<file path="src/rtl/dti_s_if.sv">
// rtl/dti_s_if.sv - DTI stream interface: data/valid/ready with producer and consumer views
interface dti_s_if #(
  parameter int DTI_DATA_WIDTH = 8
);
  logic [DTI_DATA_WIDTH-1:0] data;
  logic                      valid;
  logic                      ready;

  modport producer (output data, output valid, input ready);
  modport consumer (input data, input valid, output ready);
endinterface

</file>
<file path="src/rtl/dti_rr_arb.sv">
// rtl/dti_rr_arb.sv - N-way round-robin lock-until-transfer arbiter onto one DTI stream, index prepended
// Optional one-entry output register: DTI_RR_ARB_OUT_REG_EN
module dti_rr_arb #(
  parameter  int N     = 4,
  parameter  int W_DIN = 16,
  localparam int IDXW  = $clog2(N)
) (
  input  logic               clk,
  input  logic               rst,
  input  logic [N*W_DIN-1:0] din_data,
  input  logic [N-1:0]       din_valid,
  output logic [N-1:0]       din_ready,
  dti_s_if.producer          dout,
  output logic [IDXW-1:0]    grant_idx,
  output logic               busy
);

  typedef enum logic {IDLE, LOCK} state_t;

  state_t            state;
  logic [IDXW-1:0]   ptr;
  logic [W_DIN-1:0]  din_word [N];
  logic [W_DIN-1:0]  sel_word;
  logic [N-1:0]      grant_oh;
  logic [IDXW:0]     pick_idle;
  logic [IDXW:0]     pick_next;
  logic              ready_term;
  logic              xfer;

  // Returns {found, index} of the first set bit scanning start, start+1, ... modulo N.
  function automatic logic [IDXW:0] rr_pick(input logic [N-1:0] req, input logic [IDXW-1:0] start);
    logic            found;
    logic [IDXW-1:0] win;
    logic [IDXW:0]   sum;
    logic [IDXW-1:0] idx;
    found = 1'b0;
    win   = '0;
    for (int k = 0; k < N; k++) begin
      sum = {1'b0, start} + (IDXW+1)'(k);
      if (sum >= (IDXW+1)'(N)) sum = sum - (IDXW+1)'(N);
      idx = sum[IDXW-1:0];
      if (!found && req[idx]) begin
        found = 1'b1;
        win   = idx;
      end
    end
    return {found, win};
  endfunction

  function automatic logic [IDXW-1:0] after(input logic [IDXW-1:0] w);
    return (w == IDXW'(N-1)) ? '0 : w + 1'b1;
  endfunction

  always_comb begin
    for (int i = 0; i < N; i++) din_word[i] = din_data[i*W_DIN +: W_DIN];
  end

  always_comb begin
    grant_oh            = '0;
    grant_oh[grant_idx] = 1'b1;
  end

  assign sel_word  = din_word[grant_idx];
  // The requester being served is masked so it can never win twice in a row.
  assign pick_idle = rr_pick(din_valid, ptr);
  assign pick_next = rr_pick(din_valid & ~grant_oh, ptr);

  assign xfer      = (state == LOCK) && din_valid[grant_idx] && ready_term;
  assign din_ready = (!rst && state == LOCK && ready_term) ? grant_oh : '0;
  assign busy      = (state == LOCK);

  always_ff @(posedge clk) begin
    if (rst) begin
      state     <= IDLE;
      ptr       <= '0;
      grant_idx <= '0;
    end else begin
      case (state)
        IDLE: begin
          if (pick_idle[IDXW]) begin
            state     <= LOCK;
            grant_idx <= pick_idle[IDXW-1:0];
            ptr       <= after(pick_idle[IDXW-1:0]);
          end
        end
        LOCK: begin
          // A dropped valid without a transfer keeps the lock; only a transfer re-arbitrates.
          if (xfer) begin
            if (pick_next[IDXW]) begin
              grant_idx <= pick_next[IDXW-1:0];
              ptr       <= after(pick_next[IDXW-1:0]);
            end else begin
              state <= IDLE;
            end
          end
        end
        default: state <= IDLE;
      endcase
    end
  end

`ifdef DTI_RR_ARB_OUT_REG_EN
  logic                  out_valid;
  logic [IDXW+W_DIN-1:0] out_data;

  // Slot accepts a new word when empty or when it is draining this cycle.
  assign ready_term = !out_valid || dout.ready;

  always_ff @(posedge clk) begin
    if (rst) begin
      out_valid <= 1'b0;
      out_data  <= '0;
    end else if (xfer) begin
      out_valid <= 1'b1;
      out_data  <= {grant_idx, sel_word};
    end else if (dout.ready) begin
      out_valid <= 1'b0;
    end
  end

  assign dout.valid = out_valid && !rst;
  assign dout.data  = out_data;
`else
  assign ready_term = dout.ready;
  assign dout.valid = !rst && (state == LOCK) && din_valid[grant_idx];
  assign dout.data  = {grant_idx, sel_word};
`endif

endmodule

</file>
<file path="src/flat_wrapper.sv">
// flat-port wrapper written by rule: the top's interface ports become plain ports
module dti_rr_arb_flat 
#(
  parameter  int N     = 4,
  parameter  int W_DIN = 16,
  localparam int IDXW  = $clog2(N)
)
  (clk, rst, din_data, din_valid, din_ready, grant_idx, busy, dout_data, dout_valid, dout_ready);
  dti_s_if #(.DTI_DATA_WIDTH((($clog2(N)) + W_DIN))) dout_i ();
  input  logic clk;
  input  logic rst;
  input  logic [N*W_DIN-1:0] din_data;
  input  logic [N-1:0] din_valid;
  output logic [N-1:0] din_ready;
  output logic [IDXW-1:0] grant_idx;
  output logic busy;
  output wire logic [$bits(dout_i.data)-1:0] dout_data;
  output wire logic [$bits(dout_i.valid)-1:0] dout_valid;
  input wire logic [$bits(dout_i.ready)-1:0] dout_ready;
  assign dout_data = dout_i.data;
  assign dout_valid = dout_i.valid;
  assign dout_i.ready = dout_ready;
  dti_rr_arb #(.N(N), .W_DIN(W_DIN)) u_core (.clk(clk), .rst(rst), .din_data(din_data), .din_valid(din_valid), .din_ready(din_ready), .dout(dout_i), .grant_idx(grant_idx), .busy(busy));
endmodule
</file>
<file path="config.mk">
export PLATFORM = sky130hd
export DESIGN_NAME = dti_rr_arb_flat
export DESIGN_NICKNAME = d
export VERILOG_FILES = /design/src/rtl/dti_s_if.sv /design/src/rtl/dti_rr_arb.sv /design/src/flat_wrapper.sv
export SDC_FILE = /design/constraint.sdc
export NUM_CORES = 1
export LEC_CHECK = 0
export BUFFER_PORTS_ARGS = -buffer_cell sky130_fd_sc_hd__buf_2
export CORE_MARGIN = 2
export CORE_UTILIZATION = 39
export DETAILED_ROUTE_END_ITERATION = 10
export GPL_TIMING_DRIVEN = 1
export HOLD_SLACK_MARGIN = 0.02
export PLACE_DENSITY_LB_ADDON = 0.2
export RECOVER_POWER = 25
export SLEW_MARGIN = 30
export SYNTH_ARGS = -nofsm -noshare
export SYNTH_HDL_FRONTEND = slang
export SYNTH_SLANG_ARGS = --single-unit
</file>
<file path="constraint.sdc">
create_clock -name clk -period 5.15 [get_ports clk]
set_input_delay 0 -clock clk [delete_from_list [all_inputs] [get_ports clk]]
set_output_delay 0 -clock clk [all_outputs]
set_load 0.05 [all_outputs]
</file>
### Word level (Yosys, flattened, before mapping)

Index checks and enable logic that the tools add are counted.

* add/sub/neg operators: 9
* multipliers: 0
* div/mod/pow operators: 0
* order comparisons: 11
* equality and inequality tests: 5
* shift operators: 0
* multiplexer cells: 58
* bitwise logic cells: 4
* reductions and logical operators: 20

Operators by type and width (number)
* 2-bit two-way mux: 20
* 16-bit binary-select mux with 2-bit select: 1
* 16-bit two-way mux: 2
* 1-bit two-way mux: 21
* 1-bit binary-select mux with 2-bit select: 9
* 2-bit by 3-bit less-than comparator with 1-bit output, second input constant: 5
* 3-bit >= comparator, second input constant: 4
* 1-bit logical AND: 12
* 2-bit case mux with 2 select lines: 2
* 2-bit by 1-bit subtractor with 2-bit output, second input constant: 4
* 1-bit logical NOT: 7
* 2-bit by 2-bit adder with 3-bit output, second input constant: 2
* 2-bit by 1-bit adder with 2-bit output, second input constant: 2
* 4-bit AND: 1
* 2-bit equality test, second input constant: 2
* 4-bit two-way mux: 1
* 2-bit != test, second input constant: 2
* 4-bit inverter: 1
* 2-bit by 1-bit adder with 3-bit output, second input constant: 1
* 2-bit by 3-bit >= comparator with 1-bit output, second input constant: 1
* 2-bit inverter with 3-bit output: 1
* 3-bit AND reduction: 1
* 1-bit demux with 2-bit select: 1
* 2-bit by 1-bit >= comparator with 1-bit output, second input constant: 1
* other kinds (3): 3

* register bits: 5
* bits in latches: 0
* RAM bits: 0
* memory bits (read-only): 0
* input port bits: 71
* output and inout port bits: 26
* logic and storage cells: 110
* memories: 0

### Longest topological paths before layout

* word-level depth: 23
* gate-level depth with buffers: 9
* mapped depth without buffers: 7

### Worst setup path after synthesis

OpenSTA, ideal clock, no wires.

* path type: register -> register
* start: reg u_core.grant_idx[1]
* end: reg u_core.ptr[1]
* library setup time: 0.096 ns
* arrival: 2.232 ns
* required time: 5.054 ns
* setup slack: 2.822 ns
* cell stages (with the launch flop): 9
* buffers on the path: 1
* period minus slack after synthesis: 2.328 ns
* cells stage by stage: dfxtp_1 > buf_2 > inv_1 > a221oi_2 > a21oi_1 > or3_1 > a21oi_2 > mux2i_1 > o41ai_2

* cells in the longest elaborated chain, start to end: 23
* elaborated cells between the ends (all ways): 42
* classes of those cells: 1 x add/sub; 2 x order compare; 3 x eq/ne; 24 x mux; 2 x bitwise; 10 x reduce/logical

RTL lines
* from (decl): RTL line dti_rr_arb.sv:14 `output logic [IDXW-1:0] grant_idx,`
* from (signal assigned): RTL line dti_rr_arb.sv:82 `grant_idx <= pick_idle[IDXW-1:0];`
* from (signal assigned): RTL line dti_rr_arb.sv:90 `grant_idx <= pick_next[IDXW-1:0];`
* 2-bit by 3-bit less-than comparator with 1-bit output (not written as such) or 2-bit by 1-bit >= comparator with 1-bit output (tied branches): RTL line dti_rr_arb.sv:60 `grant_oh[grant_idx] = 1'b1;`
* 1-bit logical AND (not written as such): RTL line dti_rr_arb.sv:60
* 1-bit two-way mux (not written as such): RTL line dti_rr_arb.sv:60
* 1-bit demux with 2-bit select
* 4-bit inverter: RTL line dti_rr_arb.sv:66 `assign pick_next = rr_pick(din_valid & ~grant_oh, ptr);`
* 4-bit AND: RTL line dti_rr_arb.sv:66
* 1-bit binary-select mux with 2-bit select: RTL line dti_rr_arb.sv:42 `if (!found && req[idx]) begin`
* 1-bit two-way mux (not written as such): RTL line dti_rr_arb.sv:42
* (+7 left out)
* 1-bit logical NOT: RTL line dti_rr_arb.sv:42
* 1-bit logical AND: RTL line dti_rr_arb.sv:42
* 2-bit two-way mux: RTL line dti_rr_arb.sv:42
* 2-bit by 1-bit adder with 2-bit output or 2-bit equality test (tied branches): RTL line dti_rr_arb.sv:51 `return (w == IDXW'(N-1)) ? '0 : w + 1'b1;`
* 2-bit two-way mux: RTL line dti_rr_arb.sv:51
* 2-bit two-way mux: RTL line dti_rr_arb.sv:89 `if (pick_next[IDXW]) begin`
* 2-bit two-way mux: RTL line dti_rr_arb.sv:88 `if (xfer) begin`
* 2-bit case mux with 2 select lines: RTL line dti_rr_arb.sv:78 `case (state)`
* to (signal assigned): RTL line dti_rr_arb.sv:83 `ptr <= after(pick_idle[IDXW-1:0]);`
* to (signal assigned): RTL line dti_rr_arb.sv:91 `ptr <= after(pick_next[IDXW-1:0]);`
* to (decl): RTL line dti_rr_arb.sv:21 `logic [IDXW-1:0] ptr;`

Several ways; a longest one is shown, not always the timed one. The select of a mux whose other input is x is not followed.
A chain may end at the register's enable or synchronous reset.

### Worst setup path in the final report

* start: reg u_core.grant_idx[0]
* end: reg u_core.ptr[1]

The elaborated chain is that of the path after synthesis.

==> metrics.txt <==
status=complete, but fails checks; failing checks=capacitance limit, slew limit; initial antenna violation count=0; antenna viol nets, final=0; Antenna Cells=0; CTS clk-pin slew, worst paths=0.04 ns; Synth cell types=39; Synth area leaders=mux4_2, dfxtp_1, a21oi_1; Net Sw Frac=57.1%; Cell Area, Synth=0.00101 mm2; Post-Syn Nets=180; P_int=0.217 mW; Hold Startpoint=dout_ready; Period minus WS final=3.37 ns; Routed Wire Length=3560 um; post-synth top area cell=mux4_2; CP peak stage delay=1.13 ns; Inst Count DP=224; PortBufs=96; CTS root buf=clkbuf_4; layout cells sized above 1=58.3%; routability cong.=0.906; total gr overflow=0; Worst Setup End Kind=flop; Fmax achieved=297 MHz; slew of the pin with the lowest slew margin=1.52 ns; worst-path fanout max=21; CP max stage cell=clkbuf_1; row cnt=18; Async SR Flop Fraction=0%; final worst-path cycle share=65.4%; clock latency on the worst-skew pair=0.25 ns; CP Cell Sequence=clkbuf_1 -> xor2_2 -> a221oi_2 -> a21oi_1 -> or3_1 -> a21oi_2 -> mux2i_1 -> o41ai_2; first-pass GRT wire length=4660 um; hold endpoint=u_core.busy; Worst Hold Path Cells=4; Setup WS pre-CTS=2.27 ns; # Max-Cap Violations=1; clock share of power=9.1%; drc violations=0; Layout Utilization=61.2%; Ys Warns=0; final hold viol count=0; top-count cell post-synth=mux4_2; min-delay worst type=input pin to flop; Final Max Slew Viols=22; Worst setup SP type=flop; DIE HEIGHT=54.9 um; Initial Util=41.1%; power per cell area=337 mW/mm2; Worst R2R Setup Slack=1.78 ns; chip width=54.9 um; die area=0.00301 mm2; Ports=97; Initial DRC Count=12; fin worst setup slack=1.78 ns; final non-filler cell total=229; RR Endpoint=u_core.ptr[1]; Synth Area per Inst=9.26 um2; worst hold slack=0.0945 ns; VDD IR max=0.271 mV; H-tree depth=1; Placed Area=0.00148 mm2; leakage power=0.716 nW; CTS Buf Count=3; Total GRT Usage=21.6%; Finished Cell Area=0.00150 mm2; top_reg_cell synth=dfxtp_1; RSZ-0062 raised after global routing=false; crit path kind=flop to flop; CP arrival=3.51 ns; total negative slack=0 ns; Psw=0.289 mW; WL/cell=15.6 um; combinational power share=75.7%; WP data required=5.30 ns; synthesized instance count=109; skew final=0.00272 ns; clock tree buffer depth=2; total power draw=0.505 mW; sequential share of power=15.2%; vias per inst=5.66; HPWL after DPL=2850 um; Core ar.=0.00245 mm2; routed vias=1296; CTS tree=built; endpoints failing setup=0; Area growth syn-to-layout=48.7%; CTS Sinks=5; Post-synth EDFFs=0; Nets=271; vias in the first global route=1124; Synth top area share=37.9%; worst r2r src=u_core.grant_idx[0]; Yosys reg bits=5; commonest cells in the netlist=mux4_2, nor2_1, a21oi_1; DRT Pass-1 Iters=4; reg2reg path depth=8; Rel. slew slack=-1.47%; register area share after synthesis=9.91%; pin count of the biggest net entering global routing=30
worst max-delay path: cells and delay by family, from the launching register on:
kind	cells	cell delay, ns
buf+inv	1	1.13
compound gates	4	0.99
flops	1	0.39
simple gates	1	0.38
xor+xnor	1	0.25
mux	1	0.12
sequential cells by signal, indices dropped and copies added, names as in the netlist:
name and cells:
u_core.ptr 2, u_core.busy 1, u_core.grant_idx 2
worst max-delay path by stage:
stage                        start             to  slack [ns]  depth (start not counted)
2_1_floorplan  u_core.grant_idx[1]  u_core.ptr[1]        2.82                          8
3_3_place_gp   u_core.grant_idx[1]  u_core.ptr[1]        2.46                          7
3_5_place_dp   u_core.grant_idx[1]  u_core.ptr[1]        2.27                          7
4_1_cts        u_core.grant_idx[1]  u_core.ptr[1]        2.26                          7
5_1_grt        u_core.grant_idx[0]  u_core.ptr[1]        1.35                          8
6_report       u_core.grant_idx[0]  u_core.ptr[1]        1.78                          8
cells in the final DEF, fill, tap and decap left out, types with 3 or more instances in the layout:
master	n
a21oi_1	9
and3_1	4
buf_2	91
clkbuf_1	7
clkbuf_4	3
dfxtp_1	5
inv_1	5
mux4_2	17
nand2_1	4
nor2_1	12
o21ai_0	5
o22ai_1	3
routing by layer:
| layer | vias to the layer above | GRT usage, % | wire (um) |
|---|---|---|---|
| met1 | 620 | 24.7 | 1330 |
| met4 | 0 | 7.08 | 42 |
| met2 | 62 | 37.7 | 1820 |
| met5 | - | 0 | 0 |
| li1 | 608 | - | - |
| met3 | 6 | 6.56 | 362 |
kinds of logic (layout without fill, tap and decap cells):
family	after synthesis	in the layout	share of synthesized area [%]
xor+xnor	3	3	3.35
compound gates	30	30	20.8
mux	19	19	39.9
buf+inv	17	107	7.81
simple gates	35	35	18.2
flops	5	5	9.91
area by class of cell:
| type | count | area (um2) |
|---|---|---|
| multi-input cells | 87 | 831 |
| repair buffers | 98 | 488 |
| inverters | 5 | 18.8 |
| well taps | 30 | 37.5 |
| fillers | 226 | 953 |
| clock buffers | 4 | 26.3 |
| flip-flops and latches | 5 | 100 |
power groups by stage:
stage,combinational (mW),clock [mW],sequential (mW)
floorplan,0.312,0,0.0648
global placement,0.373,0,0.0756
detailed placement,0.381,0,0.0766
CTS,0.382,0.0471,0.0759
global route,0.408,0.0531,0.0795
finish,0.382,0.0461,0.0769
timing repair:
item / 4_1_cts / 5_1_grt
gates resized for setup: 0 / 0
endpoints found under the hold margin: 3 / 0
buffers inserted: 0 / 0
hold buffers: 1 / 0
Power figures use the tool's default switching activity.
